==> src/rtl/psg_bus_sequencer.sv <==
// Round-robin sequencer sharing one YM2149 register bus between requesters.
// Drives BDIR/BC/DI through address-latch and access phases per request.
module psg_bus_sequencer #(
   parameter int NREQ      = 2,
   parameter int PHASE_CYC = 1,
   parameter bit SKIP_ADDR = 1'b1
) (
   input  logic              CLK,
   input  logic              RESET,
   input  logic [NREQ-1:0]   REQ_VALID,
   input  logic [NREQ-1:0]   REQ_WR,
   input  logic [4*NREQ-1:0] REQ_ADDR,
   input  logic [8*NREQ-1:0] REQ_DATA,
   output logic [NREQ-1:0]   REQ_READY,
   output logic [NREQ-1:0]   RSP_VALID,
   output logic [7:0]        RSP_DATA,
   output logic              PSG_BDIR,
   output logic              PSG_BC,
   output logic [7:0]        PSG_DI,
   input  logic [7:0]        PSG_DO,
   output logic              BUSY
);

   localparam int IW = (NREQ > 1) ? $clog2(NREQ) : 1;
   localparam logic [3:0] PH_LAST = 4'(PHASE_CYC - 1);

   typedef logic [IW-1:0] idx_t;

   typedef enum logic [1:0] {
      S_IDLE,
      S_ADDR,
      S_ACCESS,
      S_GAP
   } state_t;

   state_t     state_q;
   state_t     state_d;
   idx_t       ptr_q;
   idx_t       own_q;
   logic       wr_q;
   logic [3:0] addr_q;
   logic [7:0] data_q;
   logic [3:0] cnt_q;
   logic [3:0] shadow_q;
   logic       shadow_vld_q;

   logic       hi_any;
   logic       lo_any;
   idx_t       hi_idx;
   idx_t       lo_idx;
   logic       gnt_any;
   idx_t       gnt_idx;
   logic       sel_wr;
   logic [3:0] sel_addr;
   logic [7:0] sel_data;
   logic       rdy_en;
   logic       rsp_en;
   logic       phase_last;
   logic       addr_hit;

   // First valid at or above the pointer wins; otherwise wrap to the lowest.
   always_comb begin
      hi_any = 1'b0;
      lo_any = 1'b0;
      hi_idx = '0;
      lo_idx = '0;
      for (int i = NREQ - 1; i >= 0; i--) begin
         if (REQ_VALID[i]) begin
            lo_any = 1'b1;
            lo_idx = idx_t'(i);
            if (idx_t'(i) >= ptr_q) begin
               hi_any = 1'b1;
               hi_idx = idx_t'(i);
            end
         end
      end
      gnt_any = hi_any | lo_any;
      gnt_idx = hi_any ? hi_idx : lo_idx;
   end

   always_comb begin
      sel_wr   = 1'b0;
      sel_addr = '0;
      sel_data = '0;
      for (int i = 0; i < NREQ; i++) begin
         if (gnt_idx == idx_t'(i)) begin
            sel_wr   = REQ_WR[i];
            sel_addr = REQ_ADDR[4*i +: 4];
            sel_data = REQ_DATA[8*i +: 8];
         end
      end
   end

   assign phase_last = (cnt_q == PH_LAST);
   assign addr_hit   = SKIP_ADDR && shadow_vld_q && (shadow_q == sel_addr);
   assign BUSY       = (state_q != S_IDLE);

   always_comb begin
      state_d  = state_q;
      rdy_en   = 1'b0;
      rsp_en   = 1'b0;
      PSG_BDIR = 1'b0;
      PSG_BC   = 1'b0;
      PSG_DI   = 8'h00;
      unique case (state_q)
         S_IDLE: begin
            if (gnt_any && !RESET) begin
               rdy_en  = 1'b1;
               state_d = addr_hit ? S_ACCESS : S_ADDR;
            end
         end
         S_ADDR: begin
            PSG_BDIR = 1'b1;
            PSG_BC   = 1'b1;
            PSG_DI   = {4'h0, addr_q};
            if (phase_last) state_d = S_ACCESS;
         end
         S_ACCESS: begin
            // Writes are a single pulse so a reg 13 write restarts the envelope once.
            if (wr_q) begin
               PSG_BDIR = 1'b1;
               PSG_DI   = data_q;
               state_d  = S_GAP;
            end else begin
               PSG_BC = 1'b1;
               if (phase_last) state_d = S_GAP;
            end
         end
         S_GAP: begin
            rsp_en  = !RESET;
            state_d = S_IDLE;
         end
         default: state_d = S_IDLE;
      endcase
   end

   always_comb begin
      REQ_READY = '0;
      RSP_VALID = '0;
      for (int i = 0; i < NREQ; i++) begin
         REQ_READY[i] = rdy_en && (gnt_idx == idx_t'(i));
         RSP_VALID[i] = rsp_en && (own_q == idx_t'(i));
      end
   end

   always_ff @(posedge CLK) begin
      if (RESET) begin
         state_q      <= S_IDLE;
         ptr_q        <= '0;
         own_q        <= '0;
         wr_q         <= 1'b0;
         addr_q       <= '0;
         data_q       <= '0;
         cnt_q        <= '0;
         shadow_q     <= '0;
         shadow_vld_q <= 1'b0;
         RSP_DATA     <= 8'hFF;
      end else begin
         state_q <= state_d;
         if (state_d == state_q && state_q != S_IDLE) begin
            cnt_q <= cnt_q + 4'd1;
         end else begin
            cnt_q <= '0;
         end
         if (rdy_en) begin
            own_q  <= gnt_idx;
            wr_q   <= sel_wr;
            addr_q <= sel_addr;
            data_q <= sel_data;
            ptr_q  <= (gnt_idx == idx_t'(NREQ - 1)) ? '0 : gnt_idx + idx_t'(1);
         end
         if (state_q == S_ADDR) begin
            shadow_q     <= addr_q;
            shadow_vld_q <= 1'b1;
         end
         if (state_q == S_ACCESS) begin
            if (wr_q) begin
               RSP_DATA <= 8'hFF;
            end else if (phase_last) begin
               RSP_DATA <= PSG_DO;
            end
         end
      end
   end

   a_ready_onehot : assert property (@(posedge CLK) $onehot0(REQ_READY));
   a_rsp_onehot   : assert property (@(posedge CLK) $onehot0(RSP_VALID));
   a_di_idle      : assert property (@(posedge CLK) !PSG_BDIR |-> PSG_DI == 8'h00);

endmodule

==> config.mk <==
export PLATFORM = sky130hd
export DESIGN_NAME = psg_bus_sequencer
export DESIGN_NICKNAME = d
export VERILOG_FILES = /design/src/rtl/psg_bus_sequencer.sv
export SDC_FILE = /design/constraint.sdc
export NUM_CORES = 1
export LEC_CHECK = 0
export CAP_MARGIN = 20
export CORE_UTILIZATION = 30
export DETAILED_ROUTE_END_ITERATION = 10
export DONT_BUFFER_PORTS = 1
export SYNTH_ARGS = -nofsm -noshare
export SYNTH_HDL_FRONTEND = slang
export SYNTH_SLANG_ARGS = --single-unit
==> constraint.sdc <==
create_clock -name CLK -period 1.8 [get_ports CLK]
set_clock_uncertainty 0.05 [all_clocks]
set_input_delay 0.54 -clock CLK [delete_from_list [all_inputs] [get_ports CLK]]
set_output_delay 0.54 -clock CLK [all_outputs]
set_load 0.05 [all_outputs]
# After elaboration in Yosys (flattened, before gate mapping)

Cells that the tools add are included.

Bits in registers: 34
Output and inout bits: 23
Input port bits: 38

$lt $le $gt $ge: 2
Equality and inequality tests: 5
Multiplexer cells: 31
Reductions and logical operators: 14
Bitwise gates (word level): 4
Add/sub/neg operators: 2

Operator list:

| cell                                                     | count |
|---|---|
| two-way mux 8 bit                                        | 4 |
| two-way mux 1 bit                                        | 17 |
| case mux 8 bit (2 select lines)                          | 1 |
| two-way mux 2 bit                                        | 5 |
| case mux 2 bit (4 select lines)                          | 1 |
| logical AND 1 bit                                        | 7 |
| adder 4 x 1 -> 4 bit (second input constant)             | 1 |
| == test 2 bit (second input constant)                    | 2 |
| == test 4 bit                                            | 1 |
| zero test 4 bit                                          | 1 |
| two-way mux 4 bit                                        | 1 |
| case mux 1 bit (2 select lines)                          | 2 |
| nonzero test 2 bit                                       | 2 |
| inverter 1 bit                                           | 3 |
| == test 2 x 1 -> 1 bit (second input constant)           | 1 |
| == test 2 bit                                            | 1 |
| greater-or-equal comparator 1 bit (first input constant) | 2 |
| zero test 2 bit                                          | 1 |
| AND reduction 2 bit                                      | 1 |
| OR reduction 2 bit                                       | 1 |
| adder 1 bit (second input constant)                      | 1 |
| zero test 1 bit                                          | 1 |
| bitwise OR 1 bit                                         | 1 |

# Depth between registers and ports, before layout

Gate-level depths: netlist (run 1).

Word-level depth: 16
Gate-level depth with buffers: 8
Gate-level depth less buffers: 7

# Worst setup path before layout (run 1)

No wires, ideal clock.

Path type: register -> output
From: register state_q[0]
To: output port PSG_DI[0]
Slack: -1.155 ns
Cell stages (with the launch flop): 8
Required time: 1.210 ns
Data arrival time: 2.365 ns
Cell sequence: dfxtp_1 -> inv_1 -> ha_1 -> clkbuf_1 -> and2_1 -> buf_2 -> nand2_1 -> a21boi_0

Cells in the longest elaborated chain, start to end: 2
Elaborated cells on any way between the ends: 3

Ends and longest elaborated chain:

| item                                                           | line | text |
|---|---|---|
| from (decl)                                                    | 36   | `state_t state_q;` |
| from (signal assigned)                                         | 159  | `state_q <= state_d;` |
| == test 2 bit / == test 2 x 1 -> 1 bit (equally long branches) | 105  | `unique case (state_q)` |
| case mux 8 bit (2 select lines) (*)                            | 105  |  |
| to (decl)                                                      | 19   | `output logic [7:0] PSG_DI,` |

Every way passes the cells marked *; elsewhere a longest branch is shown, timed or not.

# Final worst setup path (run 1)

From: register state_q[0]
To: output port PSG_DI[5]

Same word-level chain as after synthesis.

==> impl_metrics.tcl, run 1 <==
set metrics [dict create \
    p_leak_nw 1.09 \
    synthToLayoutAreaGrowth_pct 51.6 \
    arrival_ns 1.46 \
    drc 0 \
    hold_path_end "own_q$_SDFFE_PP0P_" \
    clkSlewWorstSetupHoldPaths_ns 0.07 \
    htree_levels 2 \
    fin_setup_tns_ns -2.69 \
    drt_wl_total_um 5310 \
    root_buffer "clkbuf_8" \
    clockBufferDepth 2 \
    r2r_end "data_q[3]$_SDFFE_PP0P_" \
    ir_worst_vdd_mv 1.01 \
    setup_viol 14 \
    first_global_vias 1594 \
    initial_utilization 0.318 \
    cts_tree "done" \
    timing.hold.ws_ns 0.272 \
    post-route-min-period_ns 2.05 \
    avgViaCountPerCell 5.23 \
    hp-start "RESET" \
    wl_per_cell_um 15.6 \
    worstPathRequired_ns 1.21 \
    drive_gt1_frac 0.351 \
    startpoint_type "register" \
    synth_xor_area_frac 0.0245 \
    crit_path_cell_trace "inv_4, ha_4, and2_4, buf_4, and3_4" \
    synth.most_common_cell "nand2_1" \
    grt_max_degree 24 \
    whs_path_depth 1 \
    core_um2 5610 \
    drv_cap 0 \
    synth_compound_area_frac 0.202 \
    antenna_found_initial 0 \
    relSlewSlack 0.620 \
    cpPeakStageDelay_ns 0.36 \
    ios 61 \
    synth_ff_type "dfxtp_1" \
    grt_usage 0.163 \
    vias 1779 \
    worst_slack_ns -0.253 \
    synth_top_family_by_area "simple AND/OR/NAND/NOR gates" \
    place_area_um2 2300 \
    ctsHoldBuffers 0 \
    rr_worst_depth 9 \
    yosysWarnings 0 \
    worst_pin_slew_ns 0.569 \
    critPathMaxFanout 5 \
    crit_type "register to output pin" \
    outcome "complete, but fails checks" \
    rows 27 \
    async_flop_share 0 \
    dp.cells 318 \
    finalCritPeriodShare 1.14 \
    numPortBuffers 0 \
    nNetsFinal 313 \
    power_density_nw_per_um2 1680 \
    first_pass_iters 4 \
    synth.area.top_cells "dfxtp_1 (38%), nand2_1 (9.5%), nor2_1 (5.5%), a311oi_1 (4.4%), ha_1 (4.2%)" \
    syn_nets 271 \
    antenna_left 0 \
    cts_made_buffers 5 \
    netlist_area_um2 1790 \
    grt_pass1_wl_um 7850 \
    postSynthAreaPerCell_um2 7.87 \
    diodes 0 \
    globalplace.congestion 0.770 \
    dieArea_um2 6260 \
    fp.dieH_um 79.1 \
    ys_top_cells_by_count "nand2_1 (45), dfxtp_1 (34), nor2_1 (26), a21oi_1 (13), nand3_1 (12)" \
    slowest_stage "dfxtp_4" \
    hold_class "input port to register" \
    rr_startpoint "state_q[1]$_SDFF_PP0_" \
    ys_ff_latch 34 \
    fmax_ghz 0.487 \
    synth_adder_area_share 0.0420 \
    grt-ovfl-total 0 \
    yosysTopAreaCell "dfxtp_1" \
    synth_cell_types 45 \
    syn_inst 227 \
    maxSlewViolCount 0 \
    fin_cells 340 \
    synth_edf_count 0 \
    dp_hpwl_um 3400 \
    r2r_setup_slack_ns 0.03 \
    crit_family "simple AND/OR/NAND/NOR gates" \
    violations "negative setup slack" \
    hold_violations 0 \
    clk_latency_ns 0.28 \
    first_iter_violations 143 \
    numClockSinks 34 \
    end_kind "output pin" \
    die_x_um 79.1 \
    path_buf_inv 2 \
    rsz0062_at_grt "true" \
    fin_area_um2 2710 \
    synth_top_area_share 0.381 \
    yosys.area_share.simple 0.282 \
    fill_cells 537 \
    seq_area_frac_synth 0.381 \
    synthMuxAreaShare 0.0196 \
]
## worst max-delay path by stage
stage                                startpoint                    end  slack, ns  cells past startpoint
after floorplan           state_q[0]$_SDFF_PP0_              PSG_DI[0]      -0.15                      7
after global placement             REQ_VALID[0]  state_q[1]$_SDFF_PP0_      0.007                      5
after detailed placement  state_q[1]$_SDFF_PP0_              PSG_DI[3]      -0.04                      5
after CTS                 state_q[0]$_SDFF_PP0_              PSG_DI[3]      -0.25                      6
after global routing      state_q[0]$_SDFF_PP0_              PSG_DI[1]      -0.31                      6
final                     state_q[0]$_SDFF_PP0_              PSG_DI[5]      -0.25                      5
## through the flow
step | total power, mW | setup slack, ns | utilization
3_5_place_dp | 3.27 | -0.0395 | 0.411
4_1_cts | 4.13 | -0.249 | 0.450
3_3_place_gp | 3.25 | 0.00699 | 0.411
6_report | 4.55 | -0.253 | 0.483
2_1_floorplan | 2.63 | -0.151 | -
5_1_grt | 4.81 | -0.308 | 0.483
## cells by family (layout without fill, tap and decap cells)
kind of cell | count (synthesis) | in the layout
buffers and inverters | 21 | 61
adder cells (fa/ha/maj) | 6 | 6
AND/OR/NAND/NOR | 107 | 108
XOR/XNOR | 5 | 5
AO/OA/AOI/OAI | 51 | 51
multiplexers | 3 | 3
flip-flops | 34 | 34
## routing by layer
metal,vias to the layer above,global-route usage,wire [um]
li1,872,-,-
met5,-,0,0
met1,832,0.214,2320
met2,67,0.246,2440
met4,0,0.0600,95
met3,8,0.0529,459
## registers in the layout (all words and copies together), names as in the netlist
name / cells
addr_q: 4
RSP_DATA: 8
own_q: 1
wr_q: 1
cnt_q: 4
ptr_q: 1
data_q: 8
shadow_q: 4
state_q: 2
shadow_vld_q: 1
## where the power goes
group	switching, mW	total (mW)	leakage [nW]	internal, mW
clock network	0.256	0.551	0.0431	0.295
logic	1.28	2.63	0.764	1.35
registers	0.387	1.37	0.280	0.980
total	1.92	4.55	1.09	2.63
## layout make-up
cell class	count	area, um^2	area share
Inverter	11	51.3	0.0189
Clock buffer	6	82.6	0.0305
Multi-Input combinational cell	173	1240	0.459
Tap cell	72	90.1	0.0333
Sequential cell	34	688	0.254
Timing Repair Buffer	44	552	0.204
## cells in the final DEF, fill, tap and decap left out, types with 3 or more instances in the layout
cell      instances
nand2b_1          6
and3_4            5
a21boi_4          4
inv_4             4
nand2_2           3
buf_12           11
xor2_1            4
ha_4              4
inv_1             7
buf_4            20
nand2_1          40
nor2_4            3
clkbuf_8          6
o21ai_0           6
nor2_1           24
dfxtp_1          32
a311oi_1          8
buf_6             9
nand3_1          12
a21oi_1          13
## timing repair
item,in CTS,in global routing
pin swaps,7,18
gates resized for setup,24,12
gates cloned,1,3
endpoints found under the setup margin,15,23
setup buffers,4,9
(Power assumes the default switching activity.)
==> run 2: changes to the inputs <==
--- a/config.mk
+++ b/config.mk
@@ -6,9 +6,10 @@
 export NUM_CORES = 1
 export LEC_CHECK = 0
 export CAP_MARGIN = 20
-export CORE_UTILIZATION = 30
+export CORE_UTILIZATION = 55
 export DETAILED_ROUTE_END_ITERATION = 10
 export DONT_BUFFER_PORTS = 1
+export PLACE_DENSITY = 0.73
 export SYNTH_ARGS = -nofsm -noshare
 export SYNTH_HDL_FRONTEND = slang
 export SYNTH_SLANG_ARGS = --single-unit
==> run 2 against run 1 <==
Net effect:
- the run still ends with negative setup slack left
- global-route usage grew 11 points
- sequential share of layout area increased by 2.5 points
- register-to-register slack improved by 0.08 ns
- critical path depth increased by 1
- hold slack lost 0.086 ns
- die area shrank 44%
- worst setup slack worse by 0.098 ns
- critical path type unchanged
- fmax decreased by 4.5%
- combinational power fell by 18%
==> impl_metrics.tcl, run 2 (same netlist as run 1, synthesis figures left out) <==
set metrics [dict create \
    outcome "complete, but fails checks" \
    violations "negative setup slack" \
    ir_worst_vdd_mv 0.902 \
    reg.largest.list "RSP_DATA (8), data_q (8)" \
    drv_cap 0 \
    rsz0062_at_grt "true" \
    drt_wl_total_um 4630 \
    initial_utilization 0.580 \
    numPortBuffers 0 \
    layout_common_cells "nand2_1 (40), dfxtp_1 (32), nor2_1 (24)" \
    fin_util 0.801 \
    end_kind "output pin" \
    grt_pass1_wl_um 6980 \
    clockBufferDepth 2 \
    setup_viol 15 \
    post-route-min-period_ns 2.15 \
    ios 61 \
    arrival_ns 1.56 \
    crit_type "register to output pin" \
    hold_violations 0 \
    fmax_ghz 0.465 \
    place_area_um2 2240 \
    fp.dieH_um 59.0 \
    first_global_vias 1556 \
    p_leak_nw 0.984 \
    grt-ovfl-total 0 \
    dp.cells 288 \
    clk_latency_ns 0.36 \
    wl_per_cell_um 15.3 \
    relSlewSlack 0.647 \
    worst_slack_ns -0.351 \
    fin_area_um2 2470 \
    dieArea_um2 3480 \
    nNetsFinal 301 \
    maxSlewViolCount 0 \
    layout_commonest_cell "nand2_1" \
    startpoint_type "register" \
    grt_usage 0.272 \
    drc 0 \
    worst_pin_slew_ns 0.529 \
    pre_cts_ws_ns -0.107 \
    crit_path_cell_trace "inv_4, ha_4, nor2b_4, o21ai_4, nor2_4, buf_12" \
    critPathMaxFanout 4 \
    fin_cells 302 \
    synthToLayoutAreaGrowth_pct 38.1 \
    hold_class "input port to register" \
    rows 20 \
    cpPeakStageDelay_ns 0.40 \
    globalplace.congestion 0.881 \
    first_pass_iters 5 \
    diodes 0 \
    grt_max_degree 24 \
    power_density_nw_per_um2 1670 \
    cts_tree "done" \
    avgViaCountPerCell 5.80 \
    core_um2 3080 \
    power.total_mw 4.11 \
    drive_gt1_frac 0.322 \
    vias 1751 \
    worstPathRequired_ns 1.21 \
    root_buffer "clkbuf_4" \
    numClockSinks 34 \
    slowest_stage "dfxtp_4" \
    cts_made_buffers 5 \
    htree_levels 2 \
    die_x_um 59.0 \
    fin_setup_tns_ns -4.12 \
    antenna_left 0 \
    timing.hold.ws_ns 0.186 \
    clkSlewWorstSetupHoldPaths_ns 0.13 \
    antenna_found_initial 0 \
    dp_hpwl_um 3190 \
    first_iter_violations 84 \
    finalCritPeriodShare 1.19 \
]
run 2: per-layer routing:
layer / part of all wire / global-route usage / vias up
li1: - / - / 848
met4: 0.013 / 0.0952 / 0
met1: 0.40 / 0.327 / 815
met2: 0.52 / 0.461 / 79
met5: 0 / 0 / -
met3: 0.067 / 0.0786 / 9
run 2: path summary, 6_finish.rpt:
path	from	to	slack, ns	depth (start not counted)
worst max-delay path	state_q[1]$_SDFF_PP0_	REQ_READY[1]	-0.35	6
worst min-delay path	RESET	own_q$_SDFFE_PP0P_	0.19	1
worst max register to register	state_q[1]$_SDFF_PP0_	data_q[4]$_SDFFE_PP0P_	0.11	8
worst min register to register	cnt_q[0]$_SDFF_PP0_	cnt_q[0]$_SDFF_PP0_	0.42	1
run 2: repair_timing:
item,CTS,global route
pin swaps,1,10
setup buffers,1,4
endpoints found under the setup margin,20,24
gates cloned,1,0
resized for setup,12,14
hold buffers,0,0
run 2: critical path, delay by kind of cell (launching register included):
family | cells | cell delay (ns)
compound gates | 1 | 0.11
buf+inv | 2 | 0.23
flops | 1 | 0.40
simple gates | 2 | 0.32
fa+ha+maj | 1 | 0.14
run 2: cell type report:
| cell class | instances | area (um^2) |
|---|---|---|
| Clock inverter | 3 | 40.0 |
| Multi-Input combinational cell | 173 | 1210 |
| Fill cell | 204 | 612 |
| Clock buffer | 5 | 37.5 |
| Tap cell | 44 | 55.1 |
| Inverter | 11 | 58.8 |
| Sequential cell | 34 | 688 |
| Timing Repair Buffer | 32 | 372 |
run 2: power by group:
part | internal, mW | total, mW | switching, mW
logic | 1.04 | 2.16 | 1.12
clock network | 0.288 | 0.574 | 0.286
registers | 0.978 | 1.37 | 0.397
